==> src/rtl/fdiv_pkg.sv <==
// Shared FP32 field layout, special-value constants, status flag positions
// and sequencer state encoding for the FP32 divide issue/collect block.
package fdiv_pkg;

    localparam int FP_W     = 32;
    localparam int EXP_W    = 8;
    localparam int MANT_W   = 23;
    localparam int EXP_LSB  = MANT_W;
    localparam int EXP_MSB  = MANT_W + EXP_W - 1;
    localparam int SIGN_BIT = FP_W - 1;

    localparam logic [FP_W-1:0]  QNAN    = 32'h7FC00000;
    localparam logic [EXP_W-1:0] EXP_MAX = 8'hFF;

    localparam int FLAG_W = 3;
    localparam int FL_DZ  = 0;
    localparam int FL_INV = 1;
    localparam int FL_TO  = 2;

    typedef enum logic [1:0] {
        IDLE = 2'd0,
        CLR  = 2'd1,
        RUN  = 2'd2,
        HOLD = 2'd3
    } state_t;

    function automatic logic [FLAG_W-1:0] flag_bit(input int idx);
        flag_bit      = '0;
        flag_bit[idx] = 1'b1;
    endfunction

    // Denormals flush: any zero exponent counts as zero.
    function automatic logic fp_is_zero(input logic [FP_W-1:0] x);
        fp_is_zero = (x[EXP_MSB:EXP_LSB] == '0);
    endfunction

    function automatic logic fp_is_inf(input logic [FP_W-1:0] x);
        fp_is_inf = (x[EXP_MSB:EXP_LSB] == EXP_MAX) && (x[MANT_W-1:0] == '0);
    endfunction

    function automatic logic fp_is_nan(input logic [FP_W-1:0] x);
        fp_is_nan = (x[EXP_MSB:EXP_LSB] == EXP_MAX) && (x[MANT_W-1:0] != '0);
    endfunction

endpackage

==> src/rtl/fdiv_seq_ctrl_f32_if.sv <==
// Operand and result handshake bundle between a producer/consumer and the
// divide sequencer; master is the client side, slave is the sequencer.
interface fdiv_seq_ctrl_f32_if;
    import fdiv_pkg::*;

    logic              in_valid;
    logic              in_ready;
    logic [FP_W-1:0]   in_num;
    logic [FP_W-1:0]   in_den;
    logic              out_valid;
    logic              out_ready;
    logic [FP_W-1:0]   out_quo;
    logic [FLAG_W-1:0] out_flags;

    modport master (
        output in_valid, in_num, in_den, out_ready,
        input  in_ready, out_valid, out_quo, out_flags
    );

    modport slave (
        input  in_valid, in_num, in_den, out_ready,
        output in_ready, out_valid, out_quo, out_flags
    );

endinterface

==> src/rtl/fdiv_special_f32.sv <==
// Combinational IEEE special-case resolver: decides whether a num/den pair
// can be answered without the divide core, and what that answer is.
module fdiv_special_f32
    import fdiv_pkg::*;
(
    input  logic [FP_W-1:0]   num,
    input  logic [FP_W-1:0]   den,
    output logic              is_special,
    output logic [FP_W-1:0]   special_quo,
    output logic [FLAG_W-1:0] special_flags
);

    logic num_zero, num_inf, num_nan;
    logic den_zero, den_inf, den_nan;
    logic sign;

    always_comb begin
        num_zero = fp_is_zero(num);
        num_inf  = fp_is_inf(num);
        num_nan  = fp_is_nan(num);
        den_zero = fp_is_zero(den);
        den_inf  = fp_is_inf(den);
        den_nan  = fp_is_nan(den);
        sign     = num[SIGN_BIT] ^ den[SIGN_BIT];

        is_special    = 1'b1;
        special_quo   = '0;
        special_flags = '0;

        // Priority order matters: NaN and indeterminate forms beat divide-by-zero.
        if (num_nan || den_nan || (num_zero && den_zero) || (num_inf && den_inf)) begin
            special_quo   = QNAN;
            special_flags = flag_bit(FL_INV);
        end else if (den_zero) begin
            special_quo   = {sign, EXP_MAX, {MANT_W{1'b0}}};
            special_flags = flag_bit(FL_DZ);
        end else if (num_inf) begin
            special_quo   = {sign, EXP_MAX, {MANT_W{1'b0}}};
        end else if (num_zero || den_inf) begin
            special_quo   = {sign, {(FP_W-1){1'b0}}};
        end else begin
            is_special    = 1'b0;
        end
    end

endmodule

==> src/rtl/fdiv_seq_ctrl_f32.sv <==
// Issue/collect sequencer around the FP32 divide core: answers special cases
// directly, otherwise resets the core, waits for rdy under a watchdog, returns.
module fdiv_seq_ctrl_f32
    import fdiv_pkg::*;
#(
    parameter int MAX_ITER = 16,
    parameter int CNT_W    = 5
) (
    input  logic                      clk,
    input  logic                      rst,
    fdiv_seq_ctrl_f32_if.slave        bus,
    output logic                      core_rst,
    output logic [FP_W-1:0]           core_num,
    output logic [FP_W-1:0]           core_den,
    input  logic                      core_rdy,
    input  logic [FP_W-1:0]           core_quo
);

    localparam logic [CNT_W-1:0] CNT_LAST = CNT_W'(MAX_ITER - 1);

    state_t            state;
    logic              clr_q;
    logic [CNT_W-1:0]  cnt;
    logic              accept;
    logic              is_special;
    logic [FP_W-1:0]   special_quo;
    logic [FLAG_W-1:0] special_flags;

    fdiv_special_f32 u_special (
        .num           (bus.in_num),
        .den           (bus.in_den),
        .is_special    (is_special),
        .special_quo   (special_quo),
        .special_flags (special_flags)
    );

    assign bus.in_ready = (state == IDLE) & ~rst;
    assign accept       = bus.in_valid & bus.in_ready;
    // clr_q is registered, so the core reset never glitches on state decode.
    assign core_rst     = rst | clr_q;

    always_ff @(posedge clk or posedge rst) begin
        if (rst) begin
            state         <= IDLE;
            clr_q         <= 1'b0;
            cnt           <= '0;
            core_num      <= '0;
            core_den      <= '0;
            bus.out_valid <= 1'b0;
            bus.out_quo   <= '0;
            bus.out_flags <= '0;
        end else begin
            unique case (state)
                IDLE: begin
                    if (accept) begin
                        core_num <= bus.in_num;
                        core_den <= bus.in_den;
                        if (is_special) begin
                            bus.out_quo   <= special_quo;
                            bus.out_flags <= special_flags;
                            bus.out_valid <= 1'b1;
                            state         <= HOLD;
                        end else begin
                            clr_q <= 1'b1;
                            state <= CLR;
                        end
                    end
                end
                CLR: begin
                    clr_q <= 1'b0;
                    cnt   <= '0;
                    state <= RUN;
                end
                RUN: begin
                    cnt <= cnt + 1'b1;
                    // A ready core wins over a watchdog expiry in the same cycle.
                    if (core_rdy) begin
                        bus.out_quo   <= core_quo;
                        bus.out_flags <= '0;
                        bus.out_valid <= 1'b1;
                        state         <= HOLD;
                    end else if (cnt == CNT_LAST) begin
                        bus.out_quo   <= core_quo;
                        bus.out_flags <= flag_bit(FL_TO);
                        bus.out_valid <= 1'b1;
                        state         <= HOLD;
                    end
                end
                HOLD: begin
                    if (bus.out_ready) begin
                        bus.out_valid <= 1'b0;
                        state         <= IDLE;
                    end
                end
                default: state <= IDLE;
            endcase
        end
    end

endmodule

==> src/flat_wrapper.sv <==
// flat-port wrapper written by rule: the top's interface ports become plain ports
module fdiv_seq_ctrl_f32_flat import fdiv_pkg::*;
#(
    parameter int MAX_ITER = 16,
    parameter int CNT_W    = 5
)
  (clk, rst, core_rst, core_num, core_den, core_rdy, core_quo, bus_in_valid, bus_in_num, bus_in_den, bus_out_ready, bus_in_ready, bus_out_valid, bus_out_quo, bus_out_flags);
  fdiv_seq_ctrl_f32_if bus_i ();
  input  logic clk;
  input  logic rst;
  output logic core_rst;
  output logic [FP_W-1:0] core_num;
  output logic [FP_W-1:0] core_den;
  input  logic core_rdy;
  input  logic [FP_W-1:0] core_quo;
  input wire logic [$bits(bus_i.in_valid)-1:0] bus_in_valid;
  input wire logic [$bits(bus_i.in_num)-1:0] bus_in_num;
  input wire logic [$bits(bus_i.in_den)-1:0] bus_in_den;
  input wire logic [$bits(bus_i.out_ready)-1:0] bus_out_ready;
  output wire logic [$bits(bus_i.in_ready)-1:0] bus_in_ready;
  output wire logic [$bits(bus_i.out_valid)-1:0] bus_out_valid;
  output wire logic [$bits(bus_i.out_quo)-1:0] bus_out_quo;
  output wire logic [$bits(bus_i.out_flags)-1:0] bus_out_flags;
  assign bus_i.in_valid = bus_in_valid;
  assign bus_i.in_num = bus_in_num;
  assign bus_i.in_den = bus_in_den;
  assign bus_i.out_ready = bus_out_ready;
  assign bus_in_ready = bus_i.in_ready;
  assign bus_out_valid = bus_i.out_valid;
  assign bus_out_quo = bus_i.out_quo;
  assign bus_out_flags = bus_i.out_flags;
  fdiv_seq_ctrl_f32 #(.MAX_ITER(MAX_ITER), .CNT_W(CNT_W)) u_core (.clk(clk), .rst(rst), .bus(bus_i), .core_rst(core_rst), .core_num(core_num), .core_den(core_den), .core_rdy(core_rdy), .core_quo(core_quo));
endmodule
==> config.mk <==
export PLATFORM = sky130hd
export DESIGN_NAME = fdiv_seq_ctrl_f32_flat
export DESIGN_NICKNAME = d
export VERILOG_FILES = /design/src/rtl/fdiv_pkg.sv /design/src/rtl/fdiv_seq_ctrl_f32_if.sv /design/src/rtl/fdiv_special_f32.sv /design/src/rtl/fdiv_seq_ctrl_f32.sv /design/src/flat_wrapper.sv
export SDC_FILE = /design/constraint.sdc
export NUM_CORES = 1
export LEC_CHECK = 0
export BUFFER_PORTS_ARGS = -buffer_cell sky130_fd_sc_hd__clkbuf_2
export CAP_MARGIN = 20
export CORE_MARGIN = 4
export CORE_UTILIZATION = 35
export DETAILED_ROUTE_END_ITERATION = 7
export GPL_ROUTABILITY_DRIVEN = 0
export SKIP_LAST_GASP = 1
export SLEW_MARGIN = 5
export SYNTH_ARGS = -nofsm -noshare
export SYNTH_HDL_FRONTEND = slang
export SYNTH_SLANG_ARGS = --single-unit
==> constraint.sdc <==
create_clock -name clk -period 2.9 [get_ports clk]
set_clock_uncertainty 0.2 [all_clocks]
set_input_delay 0.145 -clock clk [delete_from_list [all_inputs] [get_ports clk]]
set_output_delay 0.145 -clock clk [all_outputs]
set_load 0.1 [all_outputs]
After elaboration in Yosys (flattened, before gate mapping)
Index checks and enable logic that the tools add are counted.
Widths: inputs -> output; s select.
- bitwise gates (word level): 5
- shift operators: 0
- add/subtract/negate cells: 1
- reduce and logical (&&, ||, !) cells: 26
- order comparisons: 0
- divide/modulo/power cells: 0
- equal/unequal tests: 11
- muxes and demuxes: 36
- $mul: 0
- operators by type and width (cell ; count):
    $mux 32 ; 8
    $pmux 32 s2 ; 1
    $logic_not 23->1 ; 2
    $reduce_bool 23->1 ; 2
    $eq 8x8->1 const B ; 2
    $logic_not 8->1 ; 2
    $mux 1 ; 12
    $mux 2 ; 6
    $mux 3 ; 4
    $pmux 5 s2 ; 1
    $pmux 2 s4 ; 1
    $logic_and 1x1->1 ; 6
    $pmux 3 s2 ; 1
    $reduce_and 3->1 ; 2
    $reduce_bool 2->1 ; 3
    $add 5x1->5 const B ; 1
    $eq 5x4->1 const B ; 1
    $reduce_and 5->1 ; 1
    $eq 2x2->1 const B ; 2
    $logic_or 1x1->1 ; 4
    $ne 2x1->1 const B ; 2
    $ne 2x2->1 const B ; 2
    $reduce_and 4->1 ; 1
    $ne 3x2->1 const B ; 1
    other kinds (10) ; 11
- register bits: 108
- latch bits: 0
- memory bits (read-only): 0
- output and inout port bits: 102
- input bits: 101
- logic and storage cells: 87
- memories: 0
- memory bits (writable): 0

Logic depth before layout (Yosys ltp)
- depth after elaboration: 10
- mapped depth: 10
- gate-level depth less buffers: 8

By module
From an unflattened synthesis, not the netlist that was laid out.
- cell total of the unflattened synthesis: 427
- area, all modules: 5079.9 um2
- by module, submodules not included (module ; sequential area each (um2) ; area an instance (um2) ; cells an instance ; times used):
    fdiv_seq_ctrl_f32 ; 2702.6 ; 4575.6 ; 353 ; 1
    fdiv_special_f32 ; 0.0 ; 504.2 ; 74 ; 1

Worst setup path after synthesis
No wires, ideal clock.
- path type: reg-to-reg
- start: reg u_core.state[0]
- end: reg u_core.bus.out_flags[1]
- arrival time: 2613 ps
- data required time: 2566 ps
- setup time: 134 ps
- path buffers: 2
- cell stages (with the launch flop): 11
- setup slack: -47 ps
- clock period less this slack: 2947 ps
- cell sequence: dfrtp_1 > inv_1 > ha_1 > and2b_1 > nand2_1 > a211oi_1 > o21ai_2 > buf_6 > buf_6 > nand2_1 > o31ai_1
- longest elaborated chain between the ends: 5
- elaborated cells on any way between the ends: 10
- those cells by class: eq/ne: 4; mux: 1; bitwise: 2; reduce/logical: 3
- ends and longest elaborated chain (element ; line ; RTL):
    from (decl) ; fdiv_seq_ctrl_f32.sv:21 ; state_t state;
    from (signal assigned) ; fdiv_seq_ctrl_f32.sv:44 ; state <= IDLE;
    from (signal assigned) ; fdiv_seq_ctrl_f32.sv:62 ; state <= HOLD;
    from (signal assigned) ; fdiv_seq_ctrl_f32.sv:65 ; state <= CLR;
    $logic_not 2->1 ; fdiv_seq_ctrl_f32.sv:37 ; assign bus.in_ready = (state == IDLE) & ~rst;
    $and 1x1->1 ; fdiv_seq_ctrl_f32.sv:37 ;
    net bus_in_ready ; flat_wrapper.sv:20 ; output wire logic [$bits(bus_i.in_ready)-1:0] bus_in_ready;
    $and 1x1->1 ; fdiv_seq_ctrl_f32.sv:38 ; assign accept = bus.in_valid & bus.in_ready;
    $ne 2x1->1 (no source line) ; - ;
    $reduce_and 4->1 (no source line) ; - ;
    to (signal assigned) ; fdiv_seq_ctrl_f32.sv:60 ; bus.out_flags <= special_flags;
    to (signal assigned) ; fdiv_seq_ctrl_f32.sv:84 ; bus.out_flags <= flag_bit(FL_TO);
    to (decl) ; fdiv_seq_ctrl_f32_if.sv:22 ; output in_ready, out_valid, out_quo, out_flags
The timed path passes the listed nets, and every way through them passes these cells.
A chain may end at the register's enable or synchronous reset.

Worst setup path in the final report
- start: reg u_core.state[1]
- end: reg u_core.bus.out_quo[18]
- longest elaborated chain between the ends: 5
- elaborated cells on any way between the ends: 10
- those cells by class: eq/ne: 4; mux: 1; bitwise: 2; reduce/logical: 3
- ends and longest elaborated chain (element ; line ; RTL):
    $logic_not 2->1 ; fdiv_seq_ctrl_f32.sv:37, fdiv_seq_ctrl_f32.sv:53 ;
    $and 1x1->1 ; fdiv_seq_ctrl_f32.sv:37 ;
    $and 1x1->1 ; fdiv_seq_ctrl_f32.sv:38 ;
    $ne 2x1->1 (no source line) ; - ;
    $reduce_and 4->1 (no source line) ; - ;
    to (signal assigned) ; fdiv_seq_ctrl_f32.sv:59 ; bus.out_quo <= special_quo;
    to (signal assigned) ; fdiv_seq_ctrl_f32.sv:78 ; bus.out_quo <= core_quo;
    to (signal assigned) ; fdiv_seq_ctrl_f32.sv:83 ; bus.out_quo <= core_quo;
    to (decl) ; fdiv_seq_ctrl_f32_if.sv:22 ;
Parallel ways exist; a longest one is shown, timed or not.

==> results.tsv <==
stage	metric	value	unit
die	fp.dieH	122	µm
synthesis	synth_edf_count	0	
timing	rsz0062_at_grt	no	
setup_path	r2r_cells	9	
setup_path	cpMaxStageDelayCell	a211oi_1	
die	num_io_pins	203	
final_layout	seqCellArea	2700	µm²
timing	worst_slew_pin_slew	0.721	ns
route	postRouteAntennaNets	0	
route	drtIter0Drc	148	
final_layout	fin_nets	797	
min_path	hold_path_depth	4	
synthesis	async_reset_ff_frac	1.00	
die	dieWidth	122	µm
final_layout	multi_input_area	1730	µm²
route	routedWlPerCell	15.6	µm
timing	drv_slew	0	
setup_path	critPathKind	reg -> reg	
clocking	clkTransAtPathRegs	0.07	ns
clocking	cts_max_level	3	
timing	period_share	0.907	
min_path	min_path_type	in -> reg	
synthesis	yosys_warnings	0	
setup_path	critical_path_peak_fanout	67	
synthesis	synth_top_area_cell	dfrtp_1	
job	maxCapViolCount	0	
setup_path	crit_arrival	2.64	ns
synthesis	ys_seq_elements	108	
synthesis	synth_area_leaders	dfrtp_1 (59%), mux2_2 (16%), nand2_1 (5.4%)	
clocking	cts_tree	yes	
setup_path	max_stage_delay	0.45	ns
timing	maxSlewHeadroom	0.515	
global_routing	grt_pass1_vias	4432	
timing	setup_viol	0	
route	routed_via_density	4.75	
final_layout	final_common_cell	clkbuf_2	
die	coreArea	12700	µm²
synthesis	synth_area_per_cell	11.7	µm²
clocking	insertion_delay	0.35	ns
clocking	cts.sinks	108	
route	vias	4111	
die	die-area	14900	µm²
route	drc	0	
synthesis	synth_top_area_frac	0.593	
final_layout	diodes	0	
global_routing	antenna_found_initial	0	
setup_path	end_kind	flop	
synthesis	yosys_most_used_dff	dfrtp_1	
final_layout	areaGrowthSynthToFinish	54.2	%
timing	layout_min_cycle_time	2.63	ns
clocking	clockBufferDepth	2	
placed_design	io_buffers	202	
final_layout	final_cell_mix	clkbuf_2 (202), dfrtp_1 (108), dlygate4sd3_1 (99)	
timing	finalHoldViolations	0	
final_layout	drive_above_1_share	0.424	
route	finalWirelength	13.5	mm
timing	fin_tns_setup	0	ns
global_routing	grt_usage	0.187	
clocking	ctsResizeCount	0	
setup_path	critical_path_required	2.91	ns
final_layout	fill_cells	1109	
placed_design	dp_hpwl	9.40	mm
timing	fmax	380	MHz
global_routing	grt_pass1_wl	21.6	mm
synthesis	syn-num-nets	497	
clocking	post_cts_buffers	0	
route	firstDrtPassIters	4	
die	row_count	41	
die	start_util	0.360	
clocking	cts_buffers	9	
synthesis	synth_area	4560	µm²
global_routing	grt_max_degree	68	
global_routing	grt_overflow	0	
setup_path	crit_path_start_kind	flop	
run_status	outcome	complete, no violations	
synthesis	synth_cell_types	35	
setup_path	crit_chain	inv_1 > ha_1 > and2b_2 > nand2_2 > a211oi_1 > o21ai_4 > buf_4 > nand2_1 > o21ai_0	
synthesis	synthCells	389	
final_layout	fin_cells	866	
clocking	root_buffer	clkbuf_16	
synthesis	synth.yosys.seq_area_share	0.593	
placed_design	dp.cells	751	
[what timing repair did]
item                                    4_1_cts  5_1_grt
endpoints found under the setup margin        0        0
hold endpoints to repair                    126        0
hold buffers                                 99        0
[registers in the layout, summed over array words and instances (netlist names)]
register              cells
u_core.core_den          32
u_core.bus.out_flags      3
u_core.bus.out_quo       32
u_core.bus.out_valid      1
u_core.core_num          32
u_core.state              2
u_core.cnt                5
u_core.clr_q              1
[per-layer routing]
layer	track usage	wire length [µm]	up-vias
met5	0	0	-
met4	0.0560	260	0
met3	0.0729	1230	21
met2	0.332	6670	179
met1	0.207	5350	1943
li1	-	-	1968
[cells in the mapped netlist (2+ instances only)]
library cell	n
o31ai_1	3
ha_1	7
nor4_1	13
buf_2	10
a21oi_1	15
nand2_1	66
mux2i_1	2
o211ai_1	2
nor3_1	3
dfrtp_1	108
or4_1	6
o22ai_1	2
o21ai_1	22
nor2_1	9
o21ai_0	16
mux2_2	64
buf_6	2
nand4_1	6
inv_1	9
buf_1	2
clkbuf_1	5
nand3_1	4
[worst max-delay path: cells and delay by family, from the launching register on]
family          cells  cell delay, ns
buf+inv             2            0.45
simple gates        3            0.44
fa+ha+maj           1            0.31
flops               1            0.41
compound gates      3            0.66
[cell families (layout without fill, tap and decap cells)]
family,Yosys count,count (layout),synth area share
AND/OR/NAND/NOR,113,113,0.114
flip-flops,108,108,0.593
AO/OA/AOI/OAI,66,66,0.0797
multiplexers,66,66,0.163
buffers and inverters,28,333,0.0291
adder cells (fa/ha/maj),7,7,0.0192
XOR/XNOR,1,1,0.00192
[per-stage QoR]
step	cell area [µm²]	hold WS [ns]	utilization	setup slack [ns]
after CTS	7030	0.0886	0.554	0.265
after global routing	7030	0.152	0.554	0.121
after detailed placement	5760	0.0840	0.455	0.293
final	7030	0.0936	0.554	0.269
after floorplan	4560	0.0808	-	0.263
after global placement	5760	0.0911	0.455	0.427
[cell type report]
cell class,count,share of cell area
clock buffer,12,0.0351
clock inverter,4,0.00356
timing repair buffer,308,0.294
sequential,108,0.385
tap,172,0.0306
multi-input combinational,253,0.246
inverter,9,0.00534
[worst paths after layout]
path | slack, ns | from | to
max | 0.27 | u_core.state[1]$_DFFE_PP0P_ | u_core.bus.out_quo[18]$_DFFE_PP0P_
min | 0.09 | bus_out_ready | u_core.state[0]$_DFFE_PP0P_
max reg2reg | 0.27 | u_core.state[1]$_DFFE_PP0P_ | u_core.bus.out_quo[18]$_DFFE_PP0P_
min reg2reg | 0.29 | u_core.bus.out_flags[0]$_DFFE_PP0P_ | u_core.bus.out_flags[0]$_DFFE_PP0P_
max in group asynchronous | 1.46 | rst | u_core.core_den[13]$_DFFE_PP0P_
min in group asynchronous | 0.27 | rst | u_core.core_num[3]$_DFFE_PP0P_
Power is left out: the tool's default activity adds up to more than one toggle a clock period on the data nets, which glitch-free logic cannot reach.
